--- src/rtl/bus_timer.sv ---
// ---------------------------------------------------------------------------
// bus_timer -- register-mapped interval timer on the 8-bit device bus.
//
// A prescaled 16-bit down-counter with a sticky expiry flag, optional
// auto-reload and a registered level interrupt. It answers the same
// strobe/read/write protocol as the UART that shares the bus.
//
// Register map (i_addr):
//   0 CTRL      RW  bit0 en, bit1 auto, bit2 ie, bit3 out_force_low (PWM build)
//   1 PRESCALE  RW  tick every PRESCALE+1 cycles while running
//   2 RELOAD_LO RW
//   3 RELOAD_HI RW
//   4 COUNT_LO  RO  also latches COUNT[15:8] into the shadow
//   5 COUNT_HI  RO  returns the shadow
//   6 STATUS    RW  bit0 expired; any write clears it
//   7..15           read 0, writes ignored
//
// Ports:
//   i_clk   system clock, posedge
//   i_rst   synchronous reset, active-high
//   i_en    bus cycle strobe
//   i_wr    1 = write, 0 = read (qualified by i_en)
//   i_addr  register select
//   i_data  write data
//   o_data  read data, one cycle after the read strobe, held until next read
//   o_irq   registered STATUS.expired & CTRL.ie
//   o_out   (only with BUS_TIMER_PWM_OUT_EN) toggles on every expiry
//
// Build option: define BUS_TIMER_PWM_OUT_EN to add the o_out square-wave
// output and the CTRL.out_force_low bit.
// ---------------------------------------------------------------------------
module bus_timer #(
  parameter logic [7:0]  PRESCALE_INIT = 8'd0,
  parameter logic [15:0] RELOAD_INIT   = 16'd0
) (
  input  logic       i_clk,
  input  logic       i_rst,
  input  logic       i_en,
  input  logic       i_wr,
  input  logic [3:0] i_addr,
  input  logic [7:0] i_data,
  output logic [7:0] o_data,
  output logic       o_irq
`ifdef BUS_TIMER_PWM_OUT_EN
  ,
  output logic       o_out
`endif
);

  localparam logic [3:0] A_CTRL     = 4'd0;
  localparam logic [3:0] A_PRESCALE = 4'd1;
  localparam logic [3:0] A_RELOAD_L = 4'd2;
  localparam logic [3:0] A_RELOAD_H = 4'd3;
  localparam logic [3:0] A_COUNT_L  = 4'd4;
  localparam logic [3:0] A_COUNT_H  = 4'd5;
  localparam logic [3:0] A_STATUS   = 4'd6;

  typedef enum logic {ST_STOP = 1'b0, ST_RUN = 1'b1} state_t;

  state_t      r_state, w_next;
  logic        r_auto, r_ie, r_expired, r_irq;
  logic [7:0]  r_prescale, r_pscnt, r_shadow, r_data;
  logic [15:0] r_reload, r_count;

  logic       w_wr, w_rd, w_ctrl_wr;
  logic       w_start, w_stop_wr, w_tick, w_expire;
  logic [7:0] w_rdata;

`ifdef BUS_TIMER_PWM_OUT_EN
  logic r_force_low, r_out;
`endif

  assign w_wr      = i_en & i_wr;
  assign w_rd      = i_en & ~i_wr;
  assign w_ctrl_wr = w_wr && (i_addr == A_CTRL);

  // ---------------------------------------------------------------------
  // Control FSM: next state plus the strobes the datapath acts on.
  // ---------------------------------------------------------------------
  always_comb begin
    w_next    = r_state;
    w_start   = 1'b0;
    w_stop_wr = 1'b0;
    w_tick    = 1'b0;
    w_expire  = 1'b0;
    case (r_state)
      ST_STOP: begin
        if (w_ctrl_wr && i_data[0]) begin
          w_start = 1'b1;
          w_next  = ST_RUN;
        end
      end
      ST_RUN: begin
        // An explicit stop freezes COUNT; it overrides a coincident tick.
        w_stop_wr = w_ctrl_wr && !i_data[0];
        w_tick    = (r_pscnt == r_prescale) && !w_stop_wr;
        w_expire  = w_tick && (r_count == 16'd0);
        if (w_stop_wr)
          w_next = ST_STOP;
        else if (w_expire && !r_auto)
          w_next = ST_STOP;
      end
      default: w_next = ST_STOP;
    endcase
  end

  always_ff @(posedge i_clk) begin
    if (i_rst) r_state <= ST_STOP;
    else       r_state <= w_next;
  end

  // ---------------------------------------------------------------------
  // Read mux. CTRL.en is simply the FSM state.
  // ---------------------------------------------------------------------
  always_comb begin
    w_rdata = 8'h00;
    case (i_addr)
`ifdef BUS_TIMER_PWM_OUT_EN
      A_CTRL:     w_rdata = {4'b0, r_force_low, r_ie, r_auto, r_state == ST_RUN};
`else
      A_CTRL:     w_rdata = {5'b0, r_ie, r_auto, r_state == ST_RUN};
`endif
      A_PRESCALE: w_rdata = r_prescale;
      A_RELOAD_L: w_rdata = r_reload[7:0];
      A_RELOAD_H: w_rdata = r_reload[15:8];
      A_COUNT_L:  w_rdata = r_count[7:0];
      A_COUNT_H:  w_rdata = r_shadow;
      A_STATUS:   w_rdata = {7'b0, r_expired};
      default:    w_rdata = 8'h00;
    endcase
  end

  // ---------------------------------------------------------------------
  // Registers and datapath.
  // ---------------------------------------------------------------------
  always_ff @(posedge i_clk) begin
    if (i_rst) begin
      r_auto     <= 1'b0;
      r_ie       <= 1'b0;
      r_expired  <= 1'b0;
      r_irq      <= 1'b0;
      r_prescale <= PRESCALE_INIT;
      r_pscnt    <= 8'd0;
      r_shadow   <= 8'd0;
      r_data     <= 8'd0;
      r_reload   <= RELOAD_INIT;
      r_count    <= 16'd0;
    end else begin
      if (w_ctrl_wr) begin
        r_auto <= i_data[1];
        r_ie   <= i_data[2];
      end
      if (w_wr && i_addr == A_PRESCALE) r_prescale     <= i_data;
      if (w_wr && i_addr == A_RELOAD_L) r_reload[7:0]  <= i_data;
      if (w_wr && i_addr == A_RELOAD_H) r_reload[15:8] <= i_data;

      // Prescaler free-runs (8-bit wrap) while running; a PRESCALE lowered
      // below the current count therefore waits for a full wrap.
      if (w_start)
        r_pscnt <= 8'd0;
      else if (r_state == ST_RUN && !w_stop_wr)
        r_pscnt <= w_tick ? 8'd0 : r_pscnt + 8'd1;

      if (w_start)
        r_count <= r_reload;
      else if (w_expire && r_auto)
        r_count <= r_reload;
      else if (w_tick && r_count != 16'd0)
        r_count <= r_count - 16'd1;

      // Expiry beats a same-edge clear.
      if (w_expire)
        r_expired <= 1'b1;
      else if (w_wr && i_addr == A_STATUS)
        r_expired <= 1'b0;

      r_irq <= r_expired & r_ie;

      if (w_rd && i_addr == A_COUNT_L) r_shadow <= r_count[15:8];
      if (w_rd)                        r_data   <= w_rdata;
    end
  end

`ifdef BUS_TIMER_PWM_OUT_EN
  always_ff @(posedge i_clk) begin
    if (i_rst) begin
      r_force_low <= 1'b0;
      r_out       <= 1'b0;
    end else begin
      if (w_ctrl_wr) r_force_low <= i_data[3];
      if (w_expire)  r_out       <= ~r_out;
    end
  end

  // The wave keeps its phase underneath the force so releasing it resumes
  // in step with the counter.
  assign o_out = r_out & ~r_force_low;
`endif

  assign o_data = r_data;
  assign o_irq  = r_irq;

endmodule

--- config.mk ---
export PLATFORM = sky130hd
export DESIGN_NAME = bus_timer
export DESIGN_NICKNAME = d
export VERILOG_FILES = /design/src/rtl/bus_timer.sv
export SDC_FILE = /design/constraint.sdc
export NUM_CORES = 1
export LEC_CHECK = 0
export CORE_AREA = 3 3 113 115
export DETAILED_ROUTE_END_ITERATION = 16
export DIE_AREA = 0 0 116 118
export SYNTH_ARGS = -nofsm -noshare
export SYNTH_HDL_FRONTEND = slang
export SYNTH_SLANG_ARGS = --single-unit
--- constraint.sdc ---
create_clock -name i_clk -period 2.3 [get_ports i_clk]
set_clock_uncertainty 0.15 [all_clocks]
set_input_delay 0.345 -clock i_clk [delete_from_list [all_inputs] [get_ports i_clk]]
set_output_delay 0.345 -clock i_clk [all_outputs]
set_load 0.005 [all_outputs]
# --- Word-level counts from Yosys, hierarchy flattened ---
# Index checks and enable logic that the tools add are counted.
totals:
  register_bits: 69
  elab_cells: 65
  out_inout_bits: 9
  inputBits: 16
op_classes:
  reduce_logical: 24
  mux: 15
  bitwise_logic: 5
  addsub: 2
  n_eq_ne: 7
ops:
  columns: ["operator", "count"]
  rows:
  - ["8-bit one-hot mux with 7 select lines", 1]
  - ["16-bit two-way mux", 3]
  - ["16-bit logical NOT", 1]
  - ["16-bit nonzero test", 1]
  - ["16-bit by 1-bit subtractor with 16-bit output (second input constant)", 1]
  - ["1-bit logical AND", 14]
  - ["4-bit by 3-bit equality test with 1-bit output (second input constant)", 3]
  - ["1-bit two-way mux", 9]
  - ["8-bit by 1-bit adder with 8-bit output (second input constant)", 1]
  - ["4-bit by 2-bit equality test with 1-bit output (second input constant)", 2]
  - ["8-bit equality test", 1]
  - ["8-bit two-way mux", 1]
  - ["4-bit by 1-bit equality test with 1-bit output (second input constant)", 1]
  - ["1-bit logical NOT", 4]
  - ["4-bit logical NOT", 1]
  - ["1-bit bitwise AND", 3]
  - ["3-bit nonzero test", 1]
  - ["1-bit inverter", 2]
  - ["1-bit one-hot mux with 2 select lines", 1]
  - ["2-bit nonzero test", 1]
  - ["2-bit OR reduction", 1]

# --- Logic depth before layout (Yosys ltp) ---
# Gate-level depths: netlist of run 1.
logic_depth:
  depth_word: 10
  mapped_depth: 10
  ltp_nobuf: 8

# --- Worst setup path after synthesis of run 1 ---
# OpenSTA, ideal clock, no wires.
synth_timing:
  kind: "input -> register"
  start: "input port i_addr[0]"
  end: "register r_count[14]"
  setup_ns: 0.122
  required_time_ns: 2.028
  path_slack_ns: 0.166
  path_buffers: 2
  cell_stages: 8
  t_arrival_ns: 1.863
  path_cell_list: "buf_2 -> or2_1 -> o31a_2 -> nand3_2 -> o21a_1 -> buf_4 -> nor2_1 -> a221o_1"
synth_via:
  elab_chain_len: 10
  word_cells_on_any_way: 16
  classes_between: "mux (6); reduce/logical (10)"
synth_lines:
  columns: ["element", "line", "rtl"]
  rows:
  - ["from (decl)", "40", "input logic [3:0] i_addr,"]
  - ["4-bit logical NOT *", "75", "assign w_ctrl_wr = w_wr && (i_addr == A_CTRL);"]
  - ["1-bit logical AND *", "75", null]
  - ["1-bit logical AND", "95", "w_stop_wr = w_ctrl_wr && !i_data[0];"]
  - ["1-bit logical NOT", "96", "w_tick = (r_pscnt == r_prescale) && !w_stop_wr;"]
  - ["1-bit logical AND", "96", null]
  - ["1-bit logical AND", "97", "w_expire = w_tick && (r_count == 16'd0);"]
  - ["1-bit two-way mux", "86", "case (r_state)"]
  - ["1-bit logical AND", "166", "else if (w_expire && r_auto)"]
  - ["16-bit two-way mux", "166", null]
  - ["16-bit two-way mux", "164", "if (w_start)"]
  - ["to (signal assigned)", "165", "r_count <= r_reload;"]
  - ["to (signal assigned)", "167", "r_count <= r_reload;"]
  - ["to (signal assigned)", "169", "r_count <= r_count - 16'd1;"]
  - ["to (decl)", "63", "logic [15:0] r_reload, r_count;"]
# Mark *: on every way between the ends. The rest lies on a longest branch, timed or not.
# A chain may end at the register's enable or synchronous reset.

# --- Final worst setup path of run 1 ---
layout_timing:
  start: "input port i_addr[0]"
  end: "register r_count[11]"
# Same word-level chain as after synthesis.

==> results.md, run 1 <==
* Worst Hold End: r_reload[14]
* Cell variety after synth at 60
* H-Tree Level Count at 3
* Post-synthesis net count at 403
* Top-area cell type share of the netlist area at 0.391
* Lkg Pwr at 0.00189 µW
* Clock period minus worst slack at 2.22 ns
* Reg2Reg Depth at 6
* Most common cell in the netlist: nor2_1
* Placed inst area at 4280 µm²
* WP data required at 2.39 ns
* CTS tree: done
* FFs w/ async S/R, synth at 0
* Routability Congestion at 0.887
* EDFF count, synth at 0
* Final core utilization at 0.387
* Cells after DPL at 586
* Final setup fails at 0
* YS warnings at 0
* RR Startpoint: r_prescale[3]
* Cell count after synthesis at 384
* Maximum vdd drop at 321 µV
* Hpwl dp at 7660 µm
* Avg Cell Area, Syn at 9.21 µm²
* Critical path type: primary input to flop
* Antenna diodes at 0
* Initial DRC Count at 204
* Core ar. at 11900 µm²
* Setup TNS at 0 ns
* Cell accounting for the most synthesized area: dfxtp_1
* CTS Buf Count at 9
* Critical register-to-register path endpoint: r_count[11]
* Register area share after synthesis at 0.391
* Min-Delay Startpoint: i_rst
* Crit-path max FO at 3
* Skew-Pair Late Insertion Delay at 0.33 ns
* DIE AREA at 13700 µm²
* Fin crit share at 0.964
* Die Width at 116 µm
* Unrepaired setup endpoints after global routing: no
* Area contributors post-synth: dfxtp_1 39%, mux2i_1 11%, nor2_1 8.4%
* PortBufs at 24
* Synth top cells by count: 79 x nor2_1, 69 x dfxtp_1, 39 x mux2i_1
* Clock root cell: clkbuf_16
* Layout Cells excl Fill at 602
* Vias per cell at 5.12
* Cell depth of the worst min-delay path at 2
* R2R setup slack at 0.08 ns
* DR pass1 iterations at 6
* Wirelength per Cell at 16.7 µm
* Reg clk slew, reported paths at 0.05 ns
* Clock tree buffer depth at 2
* DRT antenna net count at 0
* Main synth FF type: dfxtp_1
* CP endpoint kind: flop
* Layout Area Growth over Synthesis at 30.3%
* Highest clock rate at 451 MHz
* HP Class: primary input to flop
* PD cells at 606 nW/µm²
* Vert. Die Dim at 118 µm
* Status: completed
* Antenna violations before repair at 0
* DR vias at 3085
* Slew headroom at 0.641
* Ports at 25
* Post-route design area at 4610 µm²
* Drt total wl at 10100 µm
* Layout cells sized above 1 at 0.213
* DRC Markers at 0
* Max-cap viol count at 0
* Final hold violations at 0
* Vias in the first global route at 3010
* Slew Viols, Final at 0
* Mapped Area at 3540 µm²
* Global-route wire length before repair at 16300 µm
* Worst-margin pin slew at 0.537 ns
* Crit start category: primary input
* Final #Nets at 470
* Largest net degree at the start of global routing at 36
* Arrival time worst endpoint at 2.31 ns
* CTS Sinks at 69
* Grt ovf at 0
* GRT Total Usage at 0.153
* Initial Utilization at 0.297
* Cell row count at 40
* Post-synthesis register bit count at 69
-- registers in the layout, indices dropped and copies added, names as in the netlist --
signal	count
o_data	8
o_irq	1
r_auto	1
r_count	16
r_expired	1
r_ie	1
r_prescale	8
r_pscnt	8
r_reload	16
r_shadow	8
r_state	1
-- layout make-up --
class,instances,area [µm²]
flip-flops and latches,69,1380
fillers,1170,7300
clock inverters,1,30.0
multi-input cells,287,2050
inverters,10,37.5
repair buffers,74,661
well taps,147,184
clock buffers,14,264
-- stage by stage --
stage / hold slack, ns / setup slack, ns / total power, µW
finish: 0.194 / 0.0817 / 2790
floorplan: 0.266 / 0.166 / 1330
detailed placement: 0.304 / -0.313 / 1430
global placement: 0.300 / -0.282 / 1430
global route: 0.196 / 0.00128 / 2890
CTS: 0.189 / 0.0163 / 2820
-- metal layers --
| metal | wire length (µm) | vias to the layer above | track usage |
|---|---|---|---|
| li1 | - | 1515 | - |
| met1 | 4610 | 1487 | 0.204 |
| met2 | 4840 | 69 | 0.244 |
| met3 | 431 | 14 | 0.0293 |
| met4 | 194 | 0 | 0.0544 |
| met5 | 0 | - | 0 |
-- worst max-delay path by stage --
stage	startpoint	end	slack, ns	cells past startpoint
2_1_floorplan	i_addr[0]	r_count[14]	0.17	8
3_3_place_gp	i_addr[0]	r_count[8]	-0.28	8
3_5_place_dp	i_addr[0]	r_count[11]	-0.31	8
4_1_cts	i_addr[0]	r_count[11]	0.02	8
5_1_grt	i_addr[0]	r_count[11]	0.001	7
6_report	i_addr[0]	r_count[11]	0.08	7
-- power breakdown --
group	internal, µW	switching (µW)	leakage (µW)
logic	89.3	113	0.00119
clock network	894	486	0.000143
registers	1200	8.47	0.000556
total	2190	608	0.00189
-- cells in the final DEF, fill, tap and decap left out, types with 6 or more instances in the layout --
cell type	instances
nand2_1	14
a211oi_2	10
clkbuf_16	9
nor2_1	79
o21ai_0	11
clkdlybuf4s50_1	23
inv_1	9
xnor2_1	11
a22oi_1	14
mux2i_1	39
xor2_1	12
nor3_1	8
a21oi_1	6
buf_4	46
nand4_1	6
dfxtp_1	68
-- critical path, cell delays in order --
cell,delay (ns)
clkdlybuf4s50_1,0.55
or2_1,0.21
o31a_2,0.21
nand3_2,0.11
or2_4,0.29
or3_1,0.34
a311oi_2,0.27
-- cell families after synthesis --
| family | share of synthesized area |
|---|---|
| AO/OA/AOI/OAI | 0.152 |
| XOR/XNOR | 0.0569 |
| adder cells (fa/ha/maj) | 0.0106 |
| buffers and inverters | 0.0368 |
| flip-flops | 0.391 |
| multiplexers | 0.120 |
| AND/OR/NAND/NOR | 0.233 |
-- what timing repair did --
action | in CTS | in global routing
setup buffers | 0 | 1
setup endpoints to repair | 0 | 11
hold buffers | 0 | 0
gates resized for setup | 0 | 7
No activity file was read; power rests on OpenSTA's default activity.
==> run 2: changes to the inputs <==
- CAP_MARGIN: unset -> 20
==> results of run 2 <==
The final DEF is identical to that of run 1; final timing and power are the same.
==> run 3: changes to the inputs <==
- SETUP_SLACK_MARGIN: unset -> 0.2
==> results.md, run 3 (synthesis gave the netlist of run 1 again) <==
* Status: completed
* Vert. Die Dim at 118 µm
* Drt total wl at 11000 µm
* Arrival time worst endpoint at 2.25 ns
* Fin crit share at 0.939
* Layout Area Growth over Synthesis at 43.2%
* Final setup fails at 0
* Vias in the first global route at 3239
* PortBufs at 24
* Critical path type: flop to flop
* Layout Cells excl Fill at 633
* Final WS setup at 0.141 ns
* WP data required at 2.39 ns
* Core ar. at 11900 µm²
* Highest clock rate at 463 MHz
* Global-route wire length before repair at 17100 µm
* DRT antenna net count at 0
* Critical register-to-register path endpoint: r_count[11]
* DIE AREA at 13700 µm²
* CTS Sinks at 69
* RR Startpoint: r_prescale[5]
* Initial Utilization at 0.297
* Largest net degree at the start of global routing at 30
* Hpwl dp at 7850 µm
* Lkg Pwr at 0.00210 µW
* Routability Congestion at 0.938
* Initial DRC Count at 380
* Biggest regs: r_count: 16 flops, r_reload: 16 flops
* Slew headroom at 0.589
* Comb power frac at 0.083
* Final hold violations at 0
* Cell row count at 40
* Clock tree buffer depth at 2
* Grt ovf at 0
* Antenna violations before repair at 0
* DRC Markers at 0
* CP endpoint kind: flop
* R2R setup slack at 0.14 ns
* Maximum vdd drop at 357 µV
* Net switching power at 660 µW
* DP Worst Slack at -0.227 ns
* PD cells at 582 nW/µm²
* Final #Nets at 500
* Crit path capture: r_count[11]
* Clock period minus worst slack at 2.16 ns
* DR pass1 iterations at 5
* Unrepaired setup endpoints after global routing: yes
* CTS tree: done
* Flop pwr share at 0.409
* Final core utilization at 0.425
* Max-cap viol count at 0
* Ports at 25
* HP Class: primary input to flop
* Cells after DPL at 592
* Reg clk slew, reported paths at 0.06 ns
* Vias per cell at 5.20
* CTS Buf Count at 9
* Hold_buf cts at 0
* Skew-Pair Late Insertion Delay at 0.33 ns
* Layout cells sized above 1 at 0.344
* Clock power share at 0.508
* Reg2Reg Depth at 7
* Slew Viols, Final at 0
* Die Width at 116 µm
* Worst-margin pin slew at 0.615 ns
* Critical path launch point: r_prescale[5]
* Most frequent cells in the layout: 74 x nor2_1, 72 x buf_4, 55 x dfxtp_1
* Net Sw Frac at 0.224
* DR vias at 3289
* Crit-path max FO at 3
* Most common cell after layout, fill and taps aside: nor2_1
* H-Tree Level Count at 3
* Int Pwr at 2290 µW
* Wirelength per Cell at 17.4 µm
* Crit start category: flop
* GRT Total Usage at 0.161
* Antenna diodes at 0
* Clock root cell: clkbuf_16
-- run 3: changes by cell type in the layout (fill, tap and decap cells not counted), moves of 6 or more --
| cell | previous run | this run |
|---|---|---|
| buf_4 | 46 | 72 |
| dfxtp_1 | 68 | 55 |
| dfxtp_2 | 1 | 10 |
| clkdlybuf4s50_1 | 23 | 17 |
| o21ai_0 | 11 | 5 |
| o21ai_1 | 1 | 7 |
-- run 3: critical path, stage by stage (launching register included) --
cell and delay (ns):
dfxtp_2 0.34, xor2_1 0.18, nor4_4 0.27, buf_4 0.18, nand3_4 0.09, or2_4 0.27
or3_4 0.33, a311oi_2 0.25
-- run 3: power by group through the flow --
stage | Combinational, µW | Clock, µW | Sequential (µW)
final | 244 | 1500 | 1210
after global routing | 260 | 1560 | 1210
after CTS | 218 | 1520 | 1210
after detailed placement | 204 | 0 | 1240
after global placement | 201 | 0 | 1240
after floorplan | 103 | 0 | 1230
-- run 3: layout make-up --
cell class / count / area (µm²)
flip-flops and latches: 69 / 1410
clock buffers: 10 / 239
multi-input cells: 287 / 2220
inverters: 10 / 37.5
well taps: 147 / 184
repair buffers: 104 / 895
fillers: 1109 / 6850
clock inverters: 6 / 86.3
-- run 3: worst min-delay path by stage --
| stage | cells after the start | startpoint | to | slack, ns |
|---|---|---|---|---|
| after floorplan | 2 | r_expired | o_irq | 0.27 |
| after global placement | 2 | r_expired | o_irq | 0.30 |
| after detailed placement | 2 | r_expired | o_irq | 0.30 |
| after CTS | 2 | i_rst | r_shadow[7] | 0.17 |
| after global routing | 2 | i_rst | r_shadow[7] | 0.23 |
| final | 2 | i_rst | r_shadow[7] | 0.21 |
-- run 3: timing repair --
action                                  in CTS  in global routing
pin swaps                                   13                 24
hold endpoints to repair                     0                  0
endpoints found under the setup margin      21                 25
setup buffers                               14                 11
gates resized for setup                     33                 39
-- run 3: layer usage --
metal | GRT usage | routed length (µm)
met4 | 0.0682 | 352
met2 | 0.260 | 5350
met5 | 0 | 0
met1 | 0.203 | 4880
met3 | 0.0360 | 414
-- run 3: stage by stage --
stage	hold WS, ns	TNS, ns	power [µW]	area, µm²
floorplan	0.266	0	1340	3560
global placement	0.297	-4.14	1440	4320
detailed placement	0.303	-4.70	1440	4320
CTS	0.169	0	2950	4850
global route	0.227	0	3030	5070
finish	0.207	0	2950	5070
